`src/rtl/instr_dispatch_pkg.sv`:
```
// ============================================================================
// Module : instr_dispatch_pkg
// Brief  : Opcodes, dispatcher state encoding and timeout limit.
// Rev    : 1.0  initial release
// ============================================================================
`timescale 1ns/1ps
`default_nettype none

package instr_dispatch_pkg;

  localparam logic [3:0] OPC_NOP    = 4'b0000;
  localparam logic [3:0] OPC_ALUI_A = 4'b0001;
  localparam logic [3:0] OPC_ALUI_B = 4'b0010;
  localparam logic [3:0] OPC_HALT   = 4'b1111;

  localparam int unsigned CNT_W   = 5;
  localparam logic [4:0]  TIMEOUT = 5'd31;

  typedef enum logic [2:0] {
    ST_IDLE  = 3'd0,
    ST_FETCH = 3'd1,
    ST_WAIT  = 3'd2,
    ST_ISSUE = 3'd3,
    ST_EXEC  = 3'd4,
    ST_GAP   = 3'd5,
    ST_HALT  = 3'd6
  } state_e;

  function automatic logic [3:0] opcode_of(input logic [15:0] word);
    return word[15:12];
  endfunction

endpackage

`default_nettype wire

```
`src/rtl/instr_dispatch_pc_counter.sv`:
```
// ============================================================================
// Module : pc_counter
// Brief  : Program counter with increment and natural wrap-around.
// Rev    : 1.0  initial release
// ============================================================================
`timescale 1ns/1ps
`default_nettype none

module pc_counter #(
  parameter int WIDTH = 8
) (
  input  logic             clk,
  input  logic             rst,
  input  logic             inc,
  output logic [WIDTH-1:0] pc
);

  logic [WIDTH-1:0] pc_q, pc_d;

  always_comb begin
    pc_d = pc_q;
    if (inc) pc_d = pc_q + WIDTH'(1);
  end

  always_ff @(posedge clk or negedge rst) begin
    if (!rst) pc_q <= '0;
    else      pc_q <= pc_d;
  end

  assign pc = pc_q;

endmodule

`default_nettype wire

```
`src/rtl/instr_dispatch.sv`:
```
// ============================================================================
// Module : instr_dispatch
// Brief  : Fetches instruction words and broadcasts them to executor FSMs.
// Rev    : 1.0  initial release
// ============================================================================
`timescale 1ns/1ps
`default_nettype none

module instr_dispatch
  import instr_dispatch_pkg::*;
(
  input  logic        clk,
  input  logic        rst,
  input  logic        start,
  output logic [7:0]  mem_addr,
  output logic        mem_rd,
  input  logic [15:0] mem_data,
  input  logic        mem_valid,
  output logic [15:0] instr,
  input  logic        pc_inc,
  input  logic        exec_done,
  output logic [7:0]  pc,
  output logic        busy,
  output logic        halted,
  output logic        err_timeout
);

  state_e           state_q, state_d;
  logic [15:0]      ir_q, ir_d;
  logic [CNT_W-1:0] cnt_q, cnt_d;
  logic             err_q, err_d;
  logic             pc_inc_en;

  always_comb begin
    state_d   = state_q;
    ir_d      = ir_q;
    cnt_d     = cnt_q;
    err_d     = err_q;
    pc_inc_en = 1'b0;
    case (state_q)
      ST_IDLE:  if (start) state_d = ST_FETCH;
      ST_FETCH: state_d = ST_WAIT;
      ST_WAIT: begin
        if (mem_valid) begin
          ir_d    = mem_data;
          state_d = ST_ISSUE;
        end
      end
      ST_ISSUE: begin
        case (opcode_of(ir_q))
          OPC_NOP: begin
            pc_inc_en = 1'b1;
            state_d   = ST_GAP;
          end
          OPC_HALT: state_d = ST_HALT;
          default: begin
            cnt_d   = '0;
            state_d = ST_EXEC;
          end
        endcase
      end
      ST_EXEC: begin
        cnt_d     = cnt_q + 5'd1;
        pc_inc_en = pc_inc;
        // exec_done on the last allowed cycle still completes normally
        if (exec_done) begin
          state_d = ST_GAP;
        end else if (cnt_q == TIMEOUT - 5'd1) begin
          err_d   = 1'b1;
          state_d = ST_HALT;
        end
      end
      ST_GAP:  state_d = ST_FETCH;
      ST_HALT: state_d = ST_HALT;
      default: state_d = ST_IDLE;
    endcase
  end

  always_ff @(posedge clk or negedge rst) begin
    if (!rst) begin
      state_q <= ST_IDLE;
      ir_q    <= 16'h0000;
      cnt_q   <= '0;
      err_q   <= 1'b0;
    end else begin
      state_q <= state_d;
      ir_q    <= ir_d;
      cnt_q   <= cnt_d;
      err_q   <= err_d;
    end
  end

  pc_counter #(.WIDTH(8)) u_pc (
    .clk (clk),
    .rst (rst),
    .inc (pc_inc_en),
    .pc  (pc)
  );

  // Outputs decode straight from the state flop so reset clears them at once
  assign instr       = (state_q == ST_EXEC) ? ir_q : 16'h0000;
  assign mem_rd      = (state_q == ST_FETCH);
  assign mem_addr    = pc;
  assign busy        = (state_q != ST_IDLE) && (state_q != ST_HALT);
  assign halted      = (state_q == ST_HALT);
  assign err_timeout = err_q;

endmodule

`default_nettype wire

```
`config.mk`:
```
export PLATFORM = sky130hd
export DESIGN_NAME = instr_dispatch
export DESIGN_NICKNAME = d
export VERILOG_FILES = /design/src/rtl/instr_dispatch_pkg.sv /design/src/rtl/instr_dispatch_pc_counter.sv /design/src/rtl/instr_dispatch.sv
export SDC_FILE = /design/constraint.sdc
export NUM_CORES = 1
export LEC_CHECK = 0
export ABC_AREA = 1
export BUFFER_PORTS_ARGS = -buffer_cell sky130_fd_sc_hd__buf_2
export CAP_MARGIN = 20
export CORE_ASPECT_RATIO = 1.5
export CORE_MARGIN = 8
export CORE_UTILIZATION = 51
export CTS_BUF_LIST = sky130_fd_sc_hd__clkbuf_4 sky130_fd_sc_hd__clkbuf_8 sky130_fd_sc_hd__clkbuf_16
export DETAILED_ROUTE_END_ITERATION = 8
export PLACE_DENSITY = 0.87
export SLEW_MARGIN = 10
export SYNTH_ARGS = -nofsm -noshare
export SYNTH_HDL_FRONTEND = slang
export SYNTH_SLANG_ARGS = --single-unit
```
`constraint.sdc`:
```
create_clock -name clk -period 1.5 [get_ports clk]
set_input_delay 0.15 -clock clk [delete_from_list [all_inputs] [get_ports clk]]
set_output_delay 0.15 -clock clk [all_outputs]
set_load 0.02 [all_outputs]
```
### Word-level counts from Yosys, hierarchy flattened

Cells that the tools add are included.

* flip-flop bits (word level): 33
* bits of input ports: 22
* output and inout port bits: 36
* logic and storage cells: 42

* add/sub/neg operators: 2
* equality and inequality tests: 13
* muxes and demuxes: 11
* bitwise gates (word level): 1
* reduce and logical (&&, ||, !) cells: 10

Operator list (number)
* $pmux 3 s7: 1
* $mux 16: 1
* $mux 3: 4
* $pmux 5 s2: 1
* $eq 3x3->1 const B: 3
* $add 8x1->8 const B: 1
* $eq 3x2->1 const B: 2
* $ne 2x2->1 const B: 3
* $ne 3x3->1 const B: 2
* $reduce_and 3->1: 2
* $add 5x1->5 const B: 1
* $eq 5x5->1 const B: 1
* $mux 5: 1
* $eq 4x4->1 const B: 1
* $logic_not 4->1: 1
* $pmux 2 s2: 1
* $reduce_and 2->1: 2
* $eq 3x1->1 const B: 1
* $logic_not 3->1: 1
* $reduce_bool 3->1: 1
* $pmux 1 s2: 1
* $reduce_bool 2->1: 1
* $reduce_or 2->1: 1
* $logic_and 1x1->1: 1
* 2 further kinds: 2

### Depth between registers and ports, before layout

Gate-level depths: netlist of run 1.

* word-level depth: 4
* gate-level depth with buffers: 8
* gate-level depth less buffers: 8

### By module

From an unflattened synthesis of run 1, not the netlist that was laid out.

* cell total of the unflattened synthesis: 218
* area total of the unflattened synthesis: 1821.7 um2

By module, submodules not included
* instr_dispatch: times used 1, cells an instance 178, area each 1446.4 um2, seq. area each 625.6 um2
* pc_counter: times used 1, cells an instance 40, area each 375.4 um2, seq. area each 200.2 um2

### Worst setup path after synthesis of run 1

No wires, ideal clock.

* kind: register to output
* start: register state_q[0]
* end: output port instr[0]
* arrival: 1176 ps
* required time: 1350 ps
* setup slack: 174 ps
* stages on the path, launching flop included: 6
* path buffers: 2
* cell sequence: dfrtp_1 > buf_6 > nor2_4 > nand2_4 > buf_2 > nor2_1

* longest elaborated chain between the ends: 2

RTL lines
* from (decl): RTL line instr_dispatch.sv:28 `state_e state_q, state_d;`
* from (signal assigned): RTL line instr_dispatch.sv:86 `state_q <= state_d;`
* $eq 3x3->1: RTL line instr_dispatch.sv:101 `assign instr = (state_q == ST_EXEC) ? ir_q : 16'h0000;`
* $mux 16: RTL line instr_dispatch.sv:101
* to (decl): RTL line instr_dispatch.sv:19 `output logic [15:0] instr,`

No other way between the ends.

### Worst setup path in the final report of run 1

* start: register state_q[0]
* end: output port instr[6]

The elaborated chain is that of the path after synthesis.

==> results of run 1 <==
## state kept, by name, summed over array words and instances, names as in the netlist
| register | cells |
|---|---|
| state_q | 3 |
| ir_q | 16 |
| u_pc.pc | 8 |
| cnt_q | 5 |
| err_timeout | 1 |
## layout make-up
class                           instances  area [um2]
Timing Repair Buffer                   73         582
Clock buffer                            6        82.6
Tap cell                               43        53.8
Sequential cell                        33         828
Fill cell                             250         947
Inverter                               35         139
Clock inverter                          1        7.51
Multi-Input combinational cell        163        1040
## metrics by stage
step / power, uW / setup WS [ns] / cell area, um2
2_1_floorplan: 910 / 0.174 / 1970
3_3_place_gp: 966 / 0.161 / 2260
3_5_place_dp: 966 / 0.131 / 2260
4_1_cts: 1670 / 0.00000244 / 2410
5_1_grt: 1700 / -0.0847 / 2740
6_report: 1660 / -0.0305 / 2740
## kinds of logic (layout without fill, tap and decap cells)
group / after synthesis / in the layout / synth area share [%]
XOR/XNOR: 3 / 3 / 1.33
flip-flops: 33 / 33 / 41.9
adder cells (fa/ha/maj): 3 / 3 / 1.90
buffers and inverters: 49 / 115 / 12.7
AND/OR/NAND/NOR: 130 / 132 / 31.8
AO/OA/AOI/OAI: 25 / 25 / 10.3
## synth_stat cells, types with 3 or more instances
master	n	share of area [%]
a21oi_2	16	7.1
buf_4	8	3.0
buf_6	4	2.3
dfrtp_1	33	42
ha_1	3	1.9
inv_1	31	5.9
nand2_1	45	8.6
nand2_2	5	1.6
nand3_1	22	5.6
nor2_1	33	6.3
nor2_2	14	4.4
o21ai_0	4	1.0
## worst max path at each step
stage,slack (ns),endpoint,startpoint
after floorplan,0.17,instr[0],state_q[0]$_DFFE_PN0P_
after global placement,0.16,u_pc.pc[7]$_DFFE_PN0P_,state_q[1]$_DFFE_PN0P_
after detailed placement,0.13,u_pc.pc[4]$_DFFE_PN0P_,state_q[1]$_DFFE_PN0P_
after CTS,0.000002,instr[7],state_q[1]$_DFFE_PN0P_
after global routing,-0.08,instr[8],state_q[0]$_DFFE_PN0P_
final,-0.03,instr[6],state_q[0]$_DFFE_PN0P_
## metal layers
metal / wire length [um] / global-route usage [%]
met1: 1990 / 16.4
met2: 3120 / 25.7
met3: 570 / 6.70
met4: 97 / 5.19
met5: 0 / 0
## power groups by stage
stage / sequential (uW) / combinational (uW) / clock [uW]
after detailed placement: 906 / 59.9 / 0
after CTS: 889 / 62.1 / 716
after floorplan: 907 / 2.81 / 0
final: 889 / 62.2 / 707
after global placement: 906 / 59.2 / 0
after global routing: 889 / 68.6 / 745
## worst reg2reg max path, cell delays in order (launching register included)
cell and delay [ns]:
dfrtp_1 0.43, nor2_4 0.17, buf_12 0.14, nand2_8 0.09, buf_12 0.14, inv_6 0.07
nand2_8 0.07, o21ai_4 0.13, nand2_2 0.07, nand2_1 0.07
## timing repair
action                                  CTS  global route
pin swaps                                 1             6
gates cloned                              0             2
hold buffers                              1             0
gates resized for setup                  11            60
buffers inserted                          2             9
endpoints found under the setup margin   18            19
endpoints found under the hold margin    33             0
==> metrics.md, run 1 <==
| Metric | Value |
|---|---|
| Status | `finished, violations left` |
| Failing checks | `setup timing` |
| Critical setup path kind | `reg2out` |
| FF-to-FF Start | `state_q[0]$_DFFE_PN0P_` |
| Type of element launching the critical path | `flip-flop` |
| Mapped Cells | `243` |
| Cts bufs inserted | `5` |
| FMAX | `653 MHz` |
| Initial Util | `53.6%` |
| Worst slew pin tran | `0.306 ns` |
| Root Buffer | `clkbuf_8` |
| Sequence of cells on the critical path | `nor2_4, buf_12, nand2_8, nor2_2, buf_6` |
| Library cells used by synthesis | `28` |
| Hold WS | `0.0890 ns` |
| Post-synth design cell area | `1970 um2` |
| Vias per inst | `5.33` |
| # rows | `27` |
| Share of cells above drive strength 1 | `48.9%` |
| Clock Skews | `0.0116 ns` |
| Register-to-register setup slack | `0.04 ns` |
| DRC Markers | `0` |
| Slew Viols, Final | `0` |
| Global-route wire length before repair | `7530 um` |
| Leading cell type in the layout, fill and taps excluded | `nand2_1` |
| Clk Latency, worst-skew pair | `0.29 ns` |
| Post-Place Cells | `333` |
| Largest net degree at the start of global routing | `34` |
| Max-slew headroom | `79.5%` |
| Post-DR wirelength/cell | `16.3 um` |
| Comb power frac | `3.8%` |
| CP Depth | `5` |
| GRT Residual Overflow | `0` |
| Hold worst-path end | `ir_q[2]$_DFFE_PN0P_` |
| VDD IR-drop max | `0.682 mV` |
| Layout Area Growth over Synthesis | `38.6%` |
| Yosys reg bits | `33` |
| Vias | `1,887` |
| Clock power frac | `42.6%` |
| Reg power frac | `53.6%` |
| Horiz. Die Dim | `66.8 um` |
| Critical path required time | `1.35 ns` |
| Yosys Warn Count | `0` |
| Die area | `6160 um2` |
| Register area share after synthesis | `41.9%` |
| Routed wire length | `5780 um` |
| CP peak stage delay | `0.43 ns` |
| Crit path buffers/inverters | `2` |
| Final Setup Violations | `6` |
| Final hold violations | `0` |
| Reg2reg end | `u_pc.pc[0]$_DFFE_PN0P_` |
| Number of flops mapped to enable cells by yosys | `0` |
| # IOs | `58` |
| Critical Path Fanout Max | `6` |
| Crit share post-route | `102%` |
| Max clock buf depth | `2` |
| Setup_tns | `-0.0937 ns` |
| Post-synth net total | `268` |
| Ys async rst share | `100%` |
| Clk pin slew, worst setup/hold paths | `0.08 ns` |
| Setup ws final | `-0.0305 ns` |
| Leakage | `0.00147 uW` |
| Power Dens Cells | `606 nW/um2` |
| MaxCap Viol Count | `0` |
| Core area | `3680 um2` |
| Vias in the first global route | `1,792` |
| Layout Nets | `336` |
| CTS tree | `done` |
| Die Ht | `92.2 um` |
| HPWL after detailed placement | `3360 um` |
| GRT Total Usage | `15.3%` |
| Ys flop type | `dfrtp_1` |
| Final Wtd Congestion | `0.900` |
| # port buffers | `57` |
| Hold depth | `3` |
| Crit-path slowest cell | `dfrtp_1` |
| Hold WC Path Type | `in2reg` |
| Sw frac | `22.8%` |
| Mean post-synth cell area | `8.12 um2` |
| Pre-Repair DR Iteration Count | `4` |
| H-Tree Depth | `2` |
| Fin util | `74.3%` |
| Top delay family on crit path | `flip-flops` |
| Pint | `1280 uW` |
| # clock sinks | `33` |
| Psw | `379 uW` |
| Crit end category | `primary output` |
| Hold_sp | `mem_data[2]` |
| Ant diodes | `0` |
| Post-route insts no fill | `354` |
| Initial antenna violation count | `0` |
| Most frequent cells in the layout | `nand2_1 (44), buf_2 (38), dfrtp_1 (31)` |
| Setup repair after global routing missed its margin | `true` |
| Drt initial violations | `92` |
| DRT antenna net count | `0` |
| Min Clock Period, post-route | `1.53 ns` |
| Critical path arrival | `1.38 ns` |
| Worst r2r path cells | `9` |
Note: power is estimated with default switching activity, not from simulation.
==> inputs of run 2 (changes only) <==
--- a/config.mk
+++ b/config.mk
@@ -10,10 +10,10 @@
 export CAP_MARGIN = 20
 export CORE_ASPECT_RATIO = 1.5
 export CORE_MARGIN = 8
-export CORE_UTILIZATION = 51
+export CORE_UTILIZATION = 55
 export CTS_BUF_LIST = sky130_fd_sc_hd__clkbuf_4 sky130_fd_sc_hd__clkbuf_8 sky130_fd_sc_hd__clkbuf_16
 export DETAILED_ROUTE_END_ITERATION = 8
-export PLACE_DENSITY = 0.87
+export PLACE_DENSITY = 0.92
 export SLEW_MARGIN = 10
 export SYNTH_ARGS = -nofsm -noshare
 export SYNTH_HDL_FRONTEND = slang
==> constraint.sdc (replaced) <==
create_clock -name clk -period 2 [get_ports clk]
set_input_delay 0.2 -clock clk [delete_from_list [all_inputs] [get_ports clk]]
set_output_delay 0.2 -clock clk [all_outputs]
set_load 0.02 [all_outputs]
==> metrics.md, run 2 (synthesized netlist as in run 1, its figures left out) <==
| Metric | Value |
|---|---|
| Share of cells above drive strength 1 | `38.0%` |
| Worst slew pin tran | `0.737 ns` |
| Horiz. Die Dim | `64.9 um` |
| Critical path required time | `1.80 ns` |
| # IOs | `58` |
| Vias | `1,699` |
| Final Setup Violations | `0` |
| Die area | `5800 um2` |
| Layout Nets | `319` |
| Clk Latency, worst-skew pair | `0.30 ns` |
| Power Dens Cells | `589 nW/um2` |
| # clock sinks | `33` |
| DRC Markers | `0` |
| Critical path arrival | `1.56 ns` |
| Min Clock Period, post-route | `1.76 ns` |
| Slew Viols, Final | `0` |
| Biggest register | `ir_q` |
| Clock Skews | `0.00655 ns` |
| H-Tree Depth | `2` |
| FMAX | `567 MHz` |
| Number of flip-flops under the largest register name | `16` |
| Most frequent cells in the layout | `buf_2 (57), nand2_1 (45), nor2_1 (33), dfrtp_1 (33), inv_1 (31)` |
| HPWL after detailed placement | `3300 um` |
| Largest net degree at the start of global routing | `34` |
| Setup ws final | `0.235 ns` |
| Initial Util | `57.8%` |
| VDD IR-drop max | `0.693 mV` |
| DRT antenna net count | `0` |
| Hold depth | `3` |
| Critical Path Fanout Max | `24` |
| # rows | `26` |
| Setup repair after global routing missed its margin | `false` |
| Die Ht | `89.4 um` |
| Vias in the first global route | `1,837` |
| Worst r2r path cells | `5` |
| Crit end category | `primary output` |
| Power after layout | `1370 uW` |
| Leading cell type in the layout, fill and taps excluded | `buf_2` |
| Crit share post-route | `88.2%` |
| Layout Area Growth over Synthesis | `17.9%` |
| GRT Residual Overflow | `0` |
| Drt initial violations | `66` |
| Final Wtd Congestion | `0.754` |
| Clk pin slew, worst setup/hold paths | `0.07 ns` |
| MaxCap Viol Count | `0` |
| Cts bufs inserted | `5` |
| Core area | `3420 um2` |
| Root Buffer | `clkbuf_8` |
| Critical setup path kind | `reg2out` |
| Max-slew headroom | `50.9%` |
| Type of element launching the critical path | `flip-flop` |
| Final hold violations | `0` |
| Place WS | `0.454 ns` |
| GRT Total Usage | `16.5%` |
| Hold WS | `0.141 ns` |
| Setup_tns | `0 ns` |
| Initial antenna violation count | `0` |
| Vias per inst | `5.04` |
| CTS tree | `done` |
| Max clock buf depth | `2` |
| Status | `complete, no violations` |
| # port buffers | `57` |
| Routed wire length | `4400 um` |
| Ant diodes | `0` |
| Pre-Repair DR Iteration Count | `4` |
| Post-DR wirelength/cell | `13.1 um` |
| Global-route wire length before repair | `7650 um` |
| Leakage | `0.00138 uW` |
| Hold WC Path Type | `in2reg` |
-- run 2: area by class of cell --
type                       count  area [um2]
sequential                    33         826
clock buffer                   6        82.6
timing repair buffer          58         295
tap                           42        52.6
inverter                      35         136
clock inverter                 2        37.5
multi-input combinational    161         896
fill                         302        1090
-- run 2: routing by layer --
layer | part of all wire [%] | up-vias | global-route usage (%) | wire, um
li1 | - | 849 | - | -
met3 | 9.2 | 9 | 6.90 | 403
met4 | 2.1 | 0 | 7.97 | 94
met2 | 47 | 62 | 27.9 | 2080
met1 | 41 | 779 | 17.4 | 1830
met5 | 0 | - | 0 | 0
-- run 2: worst max-delay path: stages (launching register included) --
cell and delay, ns:
dfrtp_1 0.51, nor2_4 0.22, nand2_4 0.20, nor2_1 0.15, buf_2 0.18
-- run 2: through the flow --
| step | std cells | cell area, um2 | utilization (%) |
|---|---|---|---|
| global placement | 328 | 2200 | 64.3 |
| finish | 337 | 2330 | 68.1 |
| CTS | 337 | 2330 | 68.1 |
| floorplan | 243 | 1970 | - |
| global route | 337 | 2330 | 68.1 |
| detailed placement | 328 | 2200 | 64.3 |
-- run 2: report_power, final --
group          total [uW]  switching, uW  internal [uW]
clock                 662            257            405
sequential            667              0            667
combinational        41.0           24.2           16.8
-- run 2: timing repair --
item | CTS | global route
hold endpoints to repair | 33 | 0
hold buffers | 1 | 0
buffers inserted | 0 | 0
resized for setup | 0 | 0
-- run 2: final timing paths --
kind                                          from                       to  slack (ns)
max                         state_q[0]$_DFFE_PN0P_                instr[15]        0.24
min                                    mem_data[3]      ir_q[3]$_DFFE_PN0P_        0.14
max reg2reg                 state_q[1]$_DFFE_PN0P_     ir_q[15]$_DFFE_PN0P_        0.43
min reg2reg                err_timeout$_DFFE_PN0P_  err_timeout$_DFFE_PN0P_        0.51
max in group asynchronous                      rst      ir_q[2]$_DFFE_PN0P_        1.02
min in group asynchronous                      rst     ir_q[15]$_DFFE_PN0P_        0.50
